--- config.mk ---
export PLATFORM = sky130hd
export DESIGN_NAME = vga_raster_engine_flat
export DESIGN_NICKNAME = d
export VERILOG_FILES = /design/src/rtl/vga_raster_engine_if.sv /design/src/rtl/vga_raster_engine.sv /design/src/flat_wrapper.sv
export SDC_FILE = /design/constraint.sdc
export NUM_CORES = 1
export LEC_CHECK = 0
export ABC_AREA = 1
export BUFFER_PORTS_ARGS = -buffer_cell sky130_fd_sc_hd__buf_2
export CAP_MARGIN = 25
export CELL_PAD_IN_SITES_DETAIL_PLACEMENT = 1
export CELL_PAD_IN_SITES_GLOBAL_PLACEMENT = 1
export CORE_MARGIN = 2
export CORE_UTILIZATION = 42
export DETAILED_ROUTE_END_ITERATION = 10
export PLACE_DENSITY = 0.9
export SLEW_MARGIN = 25
export SYNTH_ARGS = -nofsm -noshare
export SYNTH_HDL_FRONTEND = slang
export SYNTH_SLANG_ARGS = --single-unit
--- constraint.sdc ---
create_clock -name iVGA_CLK -period 3.1 [get_ports iVGA_CLK]
set_clock_uncertainty 0.1 [all_clocks]
set_input_delay 0.155 -clock iVGA_CLK [delete_from_list [all_inputs] [get_ports iVGA_CLK]]
set_output_delay 0.155 -clock iVGA_CLK [all_outputs]
set_load 0.005 [all_outputs]
--- src/rtl/vga_raster_engine_if.sv ---
// Bus between the raster engine and the index/palette/DAC chain.
// The master side is the engine. The slave side is the consumer.
interface vga_raster_engine_if #(
    parameter int AW = 19
);
    logic          iBUF_SEL;
    logic [AW-1:0] oADDR;
    logic          oBANK;
    logic [9:0]    oX;
    logic [9:0]    oY;
    logic          oACTIVE;
    logic          oFRAME_START;
    logic          oHS;
    logic          oVS;
    logic          oBLANK_n;

    modport master (
        input  iBUF_SEL,
        output oADDR, oBANK, oX, oY, oACTIVE, oFRAME_START, oHS, oVS, oBLANK_n
    );

    modport slave (
        output iBUF_SEL,
        input  oADDR, oBANK, oX, oY, oACTIVE, oFRAME_START, oHS, oVS, oBLANK_n
    );
endinterface

--- src/rtl/vga_raster_engine.sv ---
// Programmable raster timing with scaled framebuffer addressing and a frame-latched bank.
// Syncs and blank are delayed to match the downstream lookup latency.
module vga_raster_engine #(
    parameter int H_ACT    = 640,
    parameter int H_FP     = 16,
    parameter int H_SYNC   = 96,
    parameter int H_BP     = 48,
    parameter int V_ACT    = 480,
    parameter int V_FP     = 10,
    parameter int V_SYNC   = 2,
    parameter int V_BP     = 33,
    parameter int SYNC_POL = 0,
    parameter int SCALE    = 1,
    parameter int PIPE_LAT = 2,
    parameter int AW       = 19
) (
    input  logic                 iVGA_CLK,
    input  logic                 iRST,
    vga_raster_engine_if.master  vga
);
    localparam int H_TOT       = H_ACT + H_FP + H_SYNC + H_BP;
    localparam int V_TOT       = V_ACT + V_FP + V_SYNC + V_BP;
    localparam int HW          = $clog2(H_TOT);
    localparam int VW          = $clog2(V_TOT);
    localparam int SW          = (SCALE > 1) ? $clog2(SCALE) : 1;
    localparam int LINE_CELLS  = H_ACT / SCALE;
    localparam int FRAME_CELLS = LINE_CELLS * (V_ACT / SCALE);

    localparam logic [AW-1:0] LINE_STEP  = AW'(LINE_CELLS);
    localparam logic [AW-1:0] BANK1_BASE = AW'(FRAME_CELLS);
    localparam logic          SYNC_ON    = (SYNC_POL != 0);
    localparam logic          SYNC_OFF   = ~SYNC_ON;
    localparam logic [2:0]    PIPE_IDLE  = {SYNC_OFF, SYNC_OFF, 1'b0};

    // run stays low through reset so (0,0) is presented on the first clock after release
    logic          run;
    logic [HW-1:0] hcount;
    logic [VW-1:0] vcount;
    logic [SW-1:0] x_sub, y_sub;
    logic [9:0]    x_cell, y_cell;
    logic [AW-1:0] line_base;
    logic [AW-1:0] addr_hold;
    logic          bank_q;

    logic          h_last, v_last, h_act, v_act;
    logic          active, frame_start, bank;
    logic [AW-1:0] addr_cur;
    logic          hs_raw, vs_raw;
    logic [2:0]    sig_raw, sig_out;

    assign h_last      = (hcount == HW'(H_TOT - 1));
    assign v_last      = (vcount == VW'(V_TOT - 1));
    assign h_act       = (hcount < HW'(H_ACT));
    assign v_act       = (vcount < VW'(V_ACT));
    assign active      = run && h_act && v_act;
    assign frame_start = run && (hcount == '0) && (vcount == '0);

    // the bank request is honoured on the frame-start cycle itself, then frozen for the frame
    assign bank     = frame_start ? vga.iBUF_SEL : bank_q;
    assign addr_cur = (bank ? BANK1_BASE : '0) + line_base + AW'(x_cell);

    assign hs_raw = run && (hcount >= HW'(H_ACT + H_FP)) && (hcount < HW'(H_ACT + H_FP + H_SYNC));
    assign vs_raw = run && (vcount >= VW'(V_ACT + V_FP)) && (vcount < VW'(V_ACT + V_FP + V_SYNC));

    always_ff @(posedge iVGA_CLK) begin
        if (iRST) begin
            run       <= 1'b0;
            hcount    <= '0;
            vcount    <= '0;
            x_sub     <= '0;
            y_sub     <= '0;
            x_cell    <= '0;
            y_cell    <= '0;
            line_base <= '0;
            addr_hold <= '0;
            bank_q    <= 1'b0;
        end else begin
            run <= 1'b1;
            if (run) begin
                hcount <= h_last ? '0 : hcount + 1'b1;
                if (h_last)
                    vcount <= v_last ? '0 : vcount + 1'b1;

                if (h_last) begin
                    x_sub  <= '0;
                    x_cell <= '0;
                end else if (h_act) begin
                    if (x_sub == SW'(SCALE - 1)) begin
                        x_sub  <= '0;
                        x_cell <= x_cell + 1'b1;
                    end else begin
                        x_sub <= x_sub + 1'b1;
                    end
                end

                // line_base steps once per SCALE active lines, at the last active pixel
                if (h_last && v_last) begin
                    y_sub     <= '0;
                    y_cell    <= '0;
                    line_base <= '0;
                end else if ((hcount == HW'(H_ACT - 1)) && v_act) begin
                    if (y_sub == SW'(SCALE - 1)) begin
                        y_sub     <= '0;
                        y_cell    <= y_cell + 1'b1;
                        line_base <= line_base + LINE_STEP;
                    end else begin
                        y_sub <= y_sub + 1'b1;
                    end
                end

                if (frame_start)
                    bank_q <= vga.iBUF_SEL;
                if (active)
                    addr_hold <= addr_cur;
            end
        end
    end

    assign sig_raw = {hs_raw ? SYNC_ON : SYNC_OFF, vs_raw ? SYNC_ON : SYNC_OFF, active};

    generate
        if (PIPE_LAT == 0) begin : g_nodly
            assign sig_out = sig_raw;
        end else begin : g_dly
            logic [PIPE_LAT-1:0][2:0] sig_pipe;
            always_ff @(posedge iVGA_CLK) begin
                if (iRST) begin
                    for (int i = 0; i < PIPE_LAT; i++)
                        sig_pipe[i] <= PIPE_IDLE;
                end else begin
                    sig_pipe[0] <= sig_raw;
                    for (int i = 1; i < PIPE_LAT; i++)
                        sig_pipe[i] <= sig_pipe[i-1];
                end
            end
            assign sig_out = sig_pipe[PIPE_LAT-1];
        end
    endgenerate

    assign vga.oADDR        = active ? addr_cur : addr_hold;
    assign vga.oBANK        = bank;
    assign vga.oX           = active ? x_cell : 10'd0;
    assign vga.oY           = active ? y_cell : 10'd0;
    assign vga.oACTIVE      = active;
    assign vga.oFRAME_START = frame_start;
    assign vga.oHS          = sig_out[2];
    assign vga.oVS          = sig_out[1];
    assign vga.oBLANK_n     = sig_out[0];
endmodule

--- src/flat_wrapper.sv ---
// flat-port wrapper written by rule: the top's interface ports become plain ports
module vga_raster_engine_flat 
#(
    parameter int H_ACT    = 640,
    parameter int H_FP     = 16,
    parameter int H_SYNC   = 96,
    parameter int H_BP     = 48,
    parameter int V_ACT    = 480,
    parameter int V_FP     = 10,
    parameter int V_SYNC   = 2,
    parameter int V_BP     = 33,
    parameter int SYNC_POL = 0,
    parameter int SCALE    = 1,
    parameter int PIPE_LAT = 2,
    parameter int AW       = 19
)
  (iVGA_CLK, iRST, vga_iBUF_SEL, vga_oADDR, vga_oBANK, vga_oX, vga_oY, vga_oACTIVE, vga_oFRAME_START, vga_oHS, vga_oVS, vga_oBLANK_n);
  vga_raster_engine_if #(.AW(AW)) vga_i ();
  input  logic iVGA_CLK;
  input  logic iRST;
  input wire logic [$bits(vga_i.iBUF_SEL)-1:0] vga_iBUF_SEL;
  output wire logic [$bits(vga_i.oADDR)-1:0] vga_oADDR;
  output wire logic [$bits(vga_i.oBANK)-1:0] vga_oBANK;
  output wire logic [$bits(vga_i.oX)-1:0] vga_oX;
  output wire logic [$bits(vga_i.oY)-1:0] vga_oY;
  output wire logic [$bits(vga_i.oACTIVE)-1:0] vga_oACTIVE;
  output wire logic [$bits(vga_i.oFRAME_START)-1:0] vga_oFRAME_START;
  output wire logic [$bits(vga_i.oHS)-1:0] vga_oHS;
  output wire logic [$bits(vga_i.oVS)-1:0] vga_oVS;
  output wire logic [$bits(vga_i.oBLANK_n)-1:0] vga_oBLANK_n;
  assign vga_i.iBUF_SEL = vga_iBUF_SEL;
  assign vga_oADDR = vga_i.oADDR;
  assign vga_oBANK = vga_i.oBANK;
  assign vga_oX = vga_i.oX;
  assign vga_oY = vga_i.oY;
  assign vga_oACTIVE = vga_i.oACTIVE;
  assign vga_oFRAME_START = vga_i.oFRAME_START;
  assign vga_oHS = vga_i.oHS;
  assign vga_oVS = vga_i.oVS;
  assign vga_oBLANK_n = vga_i.oBLANK_n;
  vga_raster_engine #(.H_ACT(H_ACT), .H_FP(H_FP), .H_SYNC(H_SYNC), .H_BP(H_BP), .V_ACT(V_ACT), .V_FP(V_FP), .V_SYNC(V_SYNC), .V_BP(V_BP), .SYNC_POL(SYNC_POL), .SCALE(SCALE), .PIPE_LAT(PIPE_LAT), .AW(AW)) u_core (.iVGA_CLK(iVGA_CLK), .iRST(iRST), .vga(vga_i));
endmodule
== Word level (Yosys, flattened, before mapping) ==
Index checks and enable logic that the tools add are counted.
Word-level totals
  register bits: 88
  bits in latches: 0
  RAM bits: 0
  memory bits (read-only): 0
  bits of input ports: 3
  output and inout bits: 45
  logic and storage cells: 76
  memories: 0
Cells by class
  add/subtract/negate cells: 9
  $mul: 0
  divide/modulo/power cells: 0
  magnitude comparators: 6
  equal/unequal tests: 5
  shift-type cells: 0
  mux-type cells: 25
  bitwise operators: 0
  reduce and logical (&&, ||, !) cells: 19
Operator list (number)
  10-bit 2-to-1 mux: 10
  19-bit 2-to-1 mux: 5
  10-bit by 1-bit adder with 10-bit output, second input constant: 4
  10-bit == test, second input constant: 3
  10-bit zero test: 2
  10-bit < comparator, second input constant: 2
  10-bit by 9-bit < comparator with 1-bit output, second input constant: 2
  19-bit by 10-bit adder with 19-bit output: 1
  19-bit by 10-bit adder with 19-bit output, second input constant: 1
  19-bit adder: 1
  10-bit >= comparator, second input constant: 1
  10-bit by 9-bit >= comparator with 1-bit output, second input constant: 1
  1-bit logical AND: 10
  1-bit 2-to-1 mux: 10
  2-bit AND reduction: 3
  3-bit AND reduction: 2
  2-bit != test, second input constant: 2
  2-bit nonzero test: 2
  1-bit adder, second input constant: 2

== Depth between registers and ports, before layout ==
Gate-level depths: netlist of run 1.
  word-level depth: 8
  mapped depth: 16
  depth with buffers taken out: 16

== Least setup slack after synthesis of run 1 ==
No wires, ideal clock.
  path kind: register to output
  start: reg u_core.vcount[1]
  end: out vga_oADDR[18]
  arrival: 2205 ps
  data required time: 2845 ps
  slack: 640 ps
  stages on the path, launching flop included: 17
  path buffers: 0
  path through: dfxtp_1 > inv_1 > ha_1 > nand2_1 > nor2_4 > nand3_1 > nand2_1 > nand2_1 > ha_1 > a21oi_1 > inv_1 > a22oi_1 > nand2_1 > nand3b_1 > nand3_1 > nand2_1 > inv_1
Between the ends
  word-level cells in the longest chain between the ends: 7
  elaborated cells between the ends (all ways): 9
  classes of those cells: add/sub: 2; order compare: 1; mux: 3; reduce/logical: 3
Ends and longest elaborated chain
  start: declaration: RTL line vga_raster_engine.sv:38  | logic [VW-1:0] vcount;
  start signal: assignment: RTL line vga_raster_engine.sv:82  | vcount <= v_last ? '0 : vcount + 1'b1;
  10-bit zero test: RTL line vga_raster_engine.sv:56  | assign frame_start = run && (hcount == '0) && (vcount == '0);
  1-bit logical AND: RTL line vga_raster_engine.sv:56
  1-bit 2-to-1 mux: RTL line vga_raster_engine.sv:59  | assign bank = frame_start ? vga.iBUF_SEL : bank_q;
  net vga_oBANK: RTL line flat_wrapper.sv:23  | output wire logic [$bits(vga_i.oBANK)-1:0] vga_oBANK;
  19-bit 2-to-1 mux: RTL line vga_raster_engine.sv:60  | assign addr_cur = (bank ? BANK1_BASE : '0) + line_base + AW'(x_cell);
  19-bit adder: RTL line vga_raster_engine.sv:60
  19-bit by 10-bit adder with 19-bit output: RTL line vga_raster_engine.sv:60
  19-bit 2-to-1 mux: RTL line vga_raster_engine.sv:140  | assign vga.oADDR = active ? addr_cur : addr_hold;
  end: declaration: RTL line flat_wrapper.sv:22  | output wire logic [$bits(vga_i.oADDR)-1:0] vga_oADDR;
The timed path passes the listed nets, and every way through them passes these cells.

== Final worst setup path of run 1 ==
  start: reg u_core.vcount[4]
  end: out vga_oADDR[18]
Between the ends
  word-level cells in the longest chain between the ends: 7
  elaborated cells between the ends (all ways): 9
  classes of those cells: add/sub: 2; order compare: 1; mux: 3; reduce/logical: 3
Ends and longest elaborated chain (RTL line)
  10-bit zero test: vga_raster_engine.sv:56
  1-bit logical AND: vga_raster_engine.sv:56
  1-bit 2-to-1 mux: vga_raster_engine.sv:59
  19-bit 2-to-1 mux: vga_raster_engine.sv:60
  19-bit adder: vga_raster_engine.sv:60
  19-bit by 10-bit adder with 19-bit output: vga_raster_engine.sv:60
  19-bit 2-to-1 mux *: vga_raster_engine.sv:140
Mark *: on every way between the ends. The rest lies on a longest branch, timed or not.

==> results of run 1 <==
## flip-flops by register name, summed over array words and instances, names as in the netlist
signal / cells
u_core.hcount: 10
u_core.x_cell: 10
u_core.bank_q: 1
u_core.vcount: 10
u_core.run: 1
u_core.sig_out: 3
u_core.y_cell: 10
u_core.addr_hold: 19
u_core.line_base: 12
u_core.g_dly.sig_pipe: 3
## per-stage QoR
stage | instances | setup WS (ps)
2_1_floorplan | 654 | 640
3_3_place_gp | 822 | 398
3_5_place_dp | 822 | 243
4_1_cts | 839 | 1.36
5_1_grt | 846 | -42.2
6_report | 846 | 128
## cells in the final DEF (no fill, tap or decap), types with 5 or more instances in the layout
cell type	Yosys	final
nand2_2	3	7
nand4_1	5	5
a21oi_1	42	41
nor3_1	20	20
or2_2	7	7
nand2_1	142	137
ha_1	13	9
nor2_4	4	6
o21ai_0	30	30
nor4_1	7	7
nor2_2	3	7
dfxtp_2	0	7
clkbuf_8	0	12
dfxtp_1	79	72
buf_4	2	12
nand3_1	38	37
inv_2	7	9
nor2_1	98	92
xor2_1	20	20
inv_1	93	90
buf_2	8	47
## layout make-up
type / instances / area, um2
repair buffers: 59 / 325
fillers: 1364 / 5100
multi-input cells: 456 / 2400
clock buffers: 12 / 165
flip-flops and latches: 79 / 1590
clock inverters: 4 / 52.6
well taps: 136 / 170
inverters: 100 / 378
## power groups by stage
stage | logic, mW | clock network [mW] | registers, mW
after detailed placement | 0.137 | 0 | 1.06
after floorplan | 0.0895 | 0 | 1.06
after global routing | 0.180 | 0.905 | 1.04
after global placement | 0.131 | 0 | 1.06
final | 0.163 | 0.848 | 1.04
after CTS | 0.144 | 0.857 | 1.04
## what timing repair did
| action | 4_1_cts | 5_1_grt |
|---|---|---|
| buffers inserted | 1 | 7 |
| setup endpoints to repair | 4 | 5 |
| pin swaps | 1 | 12 |
| resized for setup | 6 | 29 |
## metal layers
metal / track usage / vias to the layer above / routed length (um)
met5: 0 / - / 0
met4: 0.0902 / 0 / 378
met3: 0.0284 / 32 / 502
met2: 0.415 / 98 / 6760
met1: 0.286 / 2128 / 5880
li1: - / 2157 / -
## worst max-delay path, delay by kind of cell (launching register included)
family	cells	cell delay, ps
simple gates	9	1200
compound gates	2	260
buf+inv	3	230
flops	1	440
fa+ha+maj	1	230
## cells by family after synthesis
logic type	after synthesis	share of synthesized area
flops	79	0.363
buf+inv	119	0.112
simple gates	336	0.337
fa+ha+maj	13	0.0373
compound gates	86	0.108
xor+xnor	21	0.0422
## path summary, 6_finish.rpt
| path | startpoint | endpoint | cells past startpoint |
|---|---|---|---|
| setup reg to reg | u_core.hcount[0]$_SDFFE_PP0P_ | u_core.y_cell[3]$_SDFFE_PP0P_ | 12 |
| setup / recovery | u_core.vcount[4]$_SDFFE_PP0P_ | vga_oADDR[18] | 15 |
| hold reg to reg | u_core.g_dly.sig_pipe[2]$_SDFF_PP1_ | u_core.sig_out[2]$_SDFF_PP1_ | 1 |
| hold / removal | iRST | u_core.run$_DFF_P_ | 2 |
==> impl_metrics.toml, run 1 <==
[outcome]
outcome = "finished clean"

[floorplanning]
die-height_um = 106
die-area_um2 = 11200
die_x_um = 106
fp.coreArea_um2 = 10200
io_pins = 48
initial_core_util = 0.428
rows = 37

[pwr]
power_frac_clock = 0.414
leakage_nw = 2.26
seq_power_share = 0.507
p_sw_frac = 0.254
combPwrFrac = 0.080
ir_drop_uv = 209
p_int_mw = 1.53
pwr_density_cell_nw_per_um2 = 403
p_switching_mw = 0.521
total_power_mw = 2.05

[placement]
placed_area_um2 = 4680
gp_congestion = 0.865
port_buffers = 47
dp_hpwl_um = 9050

[global_routing]
grt_max_degree = 48
overflow = 0
antenna_found_initial = 0
grt_use_total = 0.233
grt_pass1_wl_um = 21000
grt_pass1_vias = 4412

[critical_path]
worstPathArrival_ps = 2720
crit_path_max_incr_delay_ps = 440
cp.required_ps = 2840
cp-start-kind = "flop"
rrSetupSlack_ps = 450
crit_type = "reg -> out"
worst_path_max_delay_cell = "dfxtp_1"
cp_max_fo = 9
cp_cell_sequence = "nor2_4 > nand2_2 > nor2_4 > nand4_1 > nand2_4 > ha_4 > a21oi_4 > inv_1 > a22oi_2 > nand2_1 > nand3b_1 > nand3_1 > nand2_1 > inv_1 > buf_2"
endpoint_kind = "primary output"

[clock_network]
hold_buffers = 0
clkTransAtPathRegs_ps = 90
clock-sinks = 79
ctsHtreeMaxLevel = 3
cts_buffer_depth = 2
cts_buffers = 9
cts_tree = "yes"
cts_root_buf = "clkbuf_8"
clock_latency_ps = 370

[route]
routed_wl_um = 13500
vias_per_cell = 5.22
wl_per_cell_um = 16.0
first_pass_iters = 4
remaining_drc_errors = 0
via_count = 4415
drtIter0Drc = 228
detail-route-antenna-nets = 0

[synth]
yosysTopAreaCellShare = 0.363
synth_area_um2 = 4360
synth_edf_count = 0
synthTopCellsByCount = "nand2_1, nor2_1, inv_1"
synth_seq_cells = 79
async_flop_share = 0
synth_cell_types = 38
synthCells = 654
netlist.top_cell.by_area = "dfxtp_1"
synth_fp_nets = 670
yosysWarnings = 0
seq_area_frac_synth = 0.363
synth_area_leaders = "dfxtp_1, nand2_1, nor2_1"
avgSynthCellArea_um2 = 6.66
ys.flop_type = "dfxtp_1"
synth.most_common_cell = "nand2_1"

[sta]
maxSlewViolCount = 0
fin_crit_sh = 0.959
finalSetupTns_ps = 0
hold_violations = 0
fmax_mhz = 336
rsz0062_at_grt = "yes"
slew-limit-headroom = 0.486
timing.final.crit_period_ps = 2970
whs_ps = 1.92
worst_pin_slew_ps = 762
setup_violations = 0

[layout]
antenna_cells = 0
nets = 721
post-route-util = 0.499
stdcell_area_um2 = 5080
layout-drive-gt1-share = 0.190
synthToLayoutAreaGrowth_pct = 16.6

[worst_hold_path]
hp-class = "in -> reg"

[flow_run]
drv_cap = 0
Power figures use the tool's default switching activity.
==> inputs of run 2 (changes only) <==
--- a/config.mk
+++ b/config.mk
@@ -14,5 +14,5 @@
 export CORE_UTILIZATION = 42
 export DETAILED_ROUTE_END_ITERATION = 10
-export PLACE_DENSITY = 0.9
+export PLACE_DENSITY = 0.85
 export SLEW_MARGIN = 25
 export SYNTH_ARGS = -nofsm -noshare
==> constraint.sdc (replaced) <==
create_clock -name iVGA_CLK -period 3.1 [get_ports iVGA_CLK]
set_clock_uncertainty 0.1 [all_clocks]
set_input_delay 0 -clock iVGA_CLK [delete_from_list [all_inputs] [get_ports iVGA_CLK]]
set_output_delay 0 -clock iVGA_CLK [all_outputs]
set_load 0.005 [all_outputs]
==> impl_metrics.toml, run 2 (synthesis results as in run 1) <==
[floorplanning]
fp.coreArea_um2 = 10200
die-area_um2 = 11200
die-height_um = 106
io_pins = 48
initial_core_util = 0.428
die_x_um = 106
rows = 37

[global_routing]
grt_pass1_vias = 4476
overflow = 0
grt_use_total = 0.231
grt_max_degree = 43
grt_pass1_wl_um = 20800
antenna_found_initial = 0

[pwr]
power_frac_clock = 0.401
ir_drop_uv = 181
p_sw_frac = 0.263
pwr_density_cell_nw_per_um2 = 396
p_int_mw = 1.45
combPwrFrac = 0.073
p_switching_mw = 0.519
leakage_nw = 2.22
seq_power_share = 0.526

[layout]
antenna_cells = 0
synthToLayoutAreaGrowth_pct = 14.2
largest_reg_flops = 19
multi_input_area_um2 = 2350
seq_area_um2 = 1590
stdcell_area_um2 = 4970
layout-drive-gt1-share = 0.157
regMostFlops = "u_core.addr_hold"
final_cell_mix = "nand2_1, nor2_1, inv_1"
final_common_cell = "nand2_1"
post-route-util = 0.488
nets = 717
fill_cells = 1408
top_regs = "u_core.addr_hold (19), u_core.line_base (12)"

[sta]
fin_crit_sh = 0.942
finalSetupTns_ps = 0
hold_violations = 0
worst_pin_slew_ps = 742
maxSlewViolCount = 0
setup_violations = 0
slew-limit-headroom = 0.500
timing.final.crit_period_ps = 2920
whs_ps = 312
fmax_mhz = 342

[flow_run]
drv_cap = 0

[critical_path]
worst_path_max_delay_cell = "dfxtp_4"
endpoint_kind = "primary output"
crit_path_max_incr_delay_ps = 390
crit_type = "reg -> out"
worstPathArrival_ps = 2820
critPathTopFamily = "simple AND/OR/NAND/NOR gates"
cp.required_ps = 3000
cp_num_buf_inv = 4
cp_max_fo = 8
cp_cell_sequence = "inv_2 > nor2_2 > nand2_1 > nor2_1 > nand4_1 > nand2_4 > ha_4 > a21oi_4 > inv_1 > a22oi_2 > nand2_2 > nand3b_1 > nand3_1 > nand2_1 > inv_1 > buf_2"
cp-start-kind = "flop"

[clock_network]
clkTransAtPathRegs_ps = 90
cts_buffer_depth = 2
clock_latency_ps = 370
cts_root_buf = "clkbuf_8"
cts_buffers = 9
cts_tree = "yes"
ctsHtreeMaxLevel = 3
clock-sinks = 79

[route]
wl_per_cell_um = 14.9
first_pass_iters = 4
detail-route-antenna-nets = 0
drtIter0Drc = 136
routed_wl_um = 12500
via_count = 4314
vias_per_cell = 5.12
remaining_drc_errors = 0

[placement]
port_buffers = 47
gp_congestion = 0.883
placed_area_um2 = 4670
dp_hpwl_um = 9180

[worst_hold_path]
hp-class = "reg -> reg"

[outcome]
outcome = "finished clean"
run 2: area by class of cell:
| cell class | instances | area share |
|---|---|---|
| Multi-Input combinational cell | 456 | 0.472 |
| Inverter | 100 | 0.0755 |
| Clock buffer | 9 | 0.0249 |
| Tap cell | 136 | 0.0342 |
| Sequential cell | 79 | 0.319 |
| Clock inverter | 7 | 0.0148 |
| Timing Repair Buffer | 55 | 0.0604 |
run 2: final timing paths:
| check | startpoint | endpoint | slack, ps | cells past startpoint |
|---|---|---|---|---|
| setup reg to reg | u_core.run$_DFF_P_ | u_core.addr_hold[16]$_SDFFE_PP0P_ | 510 | 14 |
| hold / removal | u_core.g_dly.sig_pipe[0]$_SDFF_PP0_ | u_core.sig_out[0]$_SDFF_PP0_ | 310 | 2 |
| hold reg to reg | u_core.g_dly.sig_pipe[0]$_SDFF_PP0_ | u_core.sig_out[0]$_SDFF_PP0_ | 310 | 2 |
| setup / recovery | u_core.run$_DFF_P_ | vga_oADDR[18] | 180 | 16 |
run 2: layer usage:
layer | share of wire | wire length (um) | GRT usage
met5 | 0 | 0 | 0
met3 | 0.028 | 346 | 0.0272
met2 | 0.49 | 6190 | 0.411
met4 | 0.022 | 280 | 0.103
met1 | 0.46 | 5720 | 0.279
run 2: power groups by stage:
stage | logic (mW) | clock network, mW | registers, mW
after CTS | 0.136 | 0.808 | 1.04
after floorplan | 0.0895 | 0 | 1.06
after global routing | 0.164 | 0.844 | 1.04
after global placement | 0.128 | 0 | 1.06
after detailed placement | 0.133 | 0 | 1.06
final | 0.144 | 0.791 | 1.04
run 2: per-stage QoR:
stage	instances	total power, mW	worst slack [ps]
2_1_floorplan	654	1.15	724
3_3_place_gp	821	1.19	493
3_5_place_dp	821	1.19	300
4_1_cts	839	1.98	27.6
5_1_grt	842	2.05	-41.7
6_report	842	1.97	179
run 2: worst reg2reg max path: stages (launching register included):
cell	delay, ps
dfxtp_4	390
inv_2	90
nor2_2	130
nand2_1	60
nor2_1	140
nand4_1	230
nand2_4	200
ha_4	240
a21oi_4	170
o21bai_1	100
a31oi_1	210
nand2_1	80
nand2_1	80
nand3_1	110
a21oi_1	170
run 2: what timing repair did:
item,in CTS,in global routing
setup endpoints to repair,3,5
buffers inserted,0,3
hold buffers,2,0
pin swaps,0,6
hold endpoints to repair,11,0
resized for setup,2,11
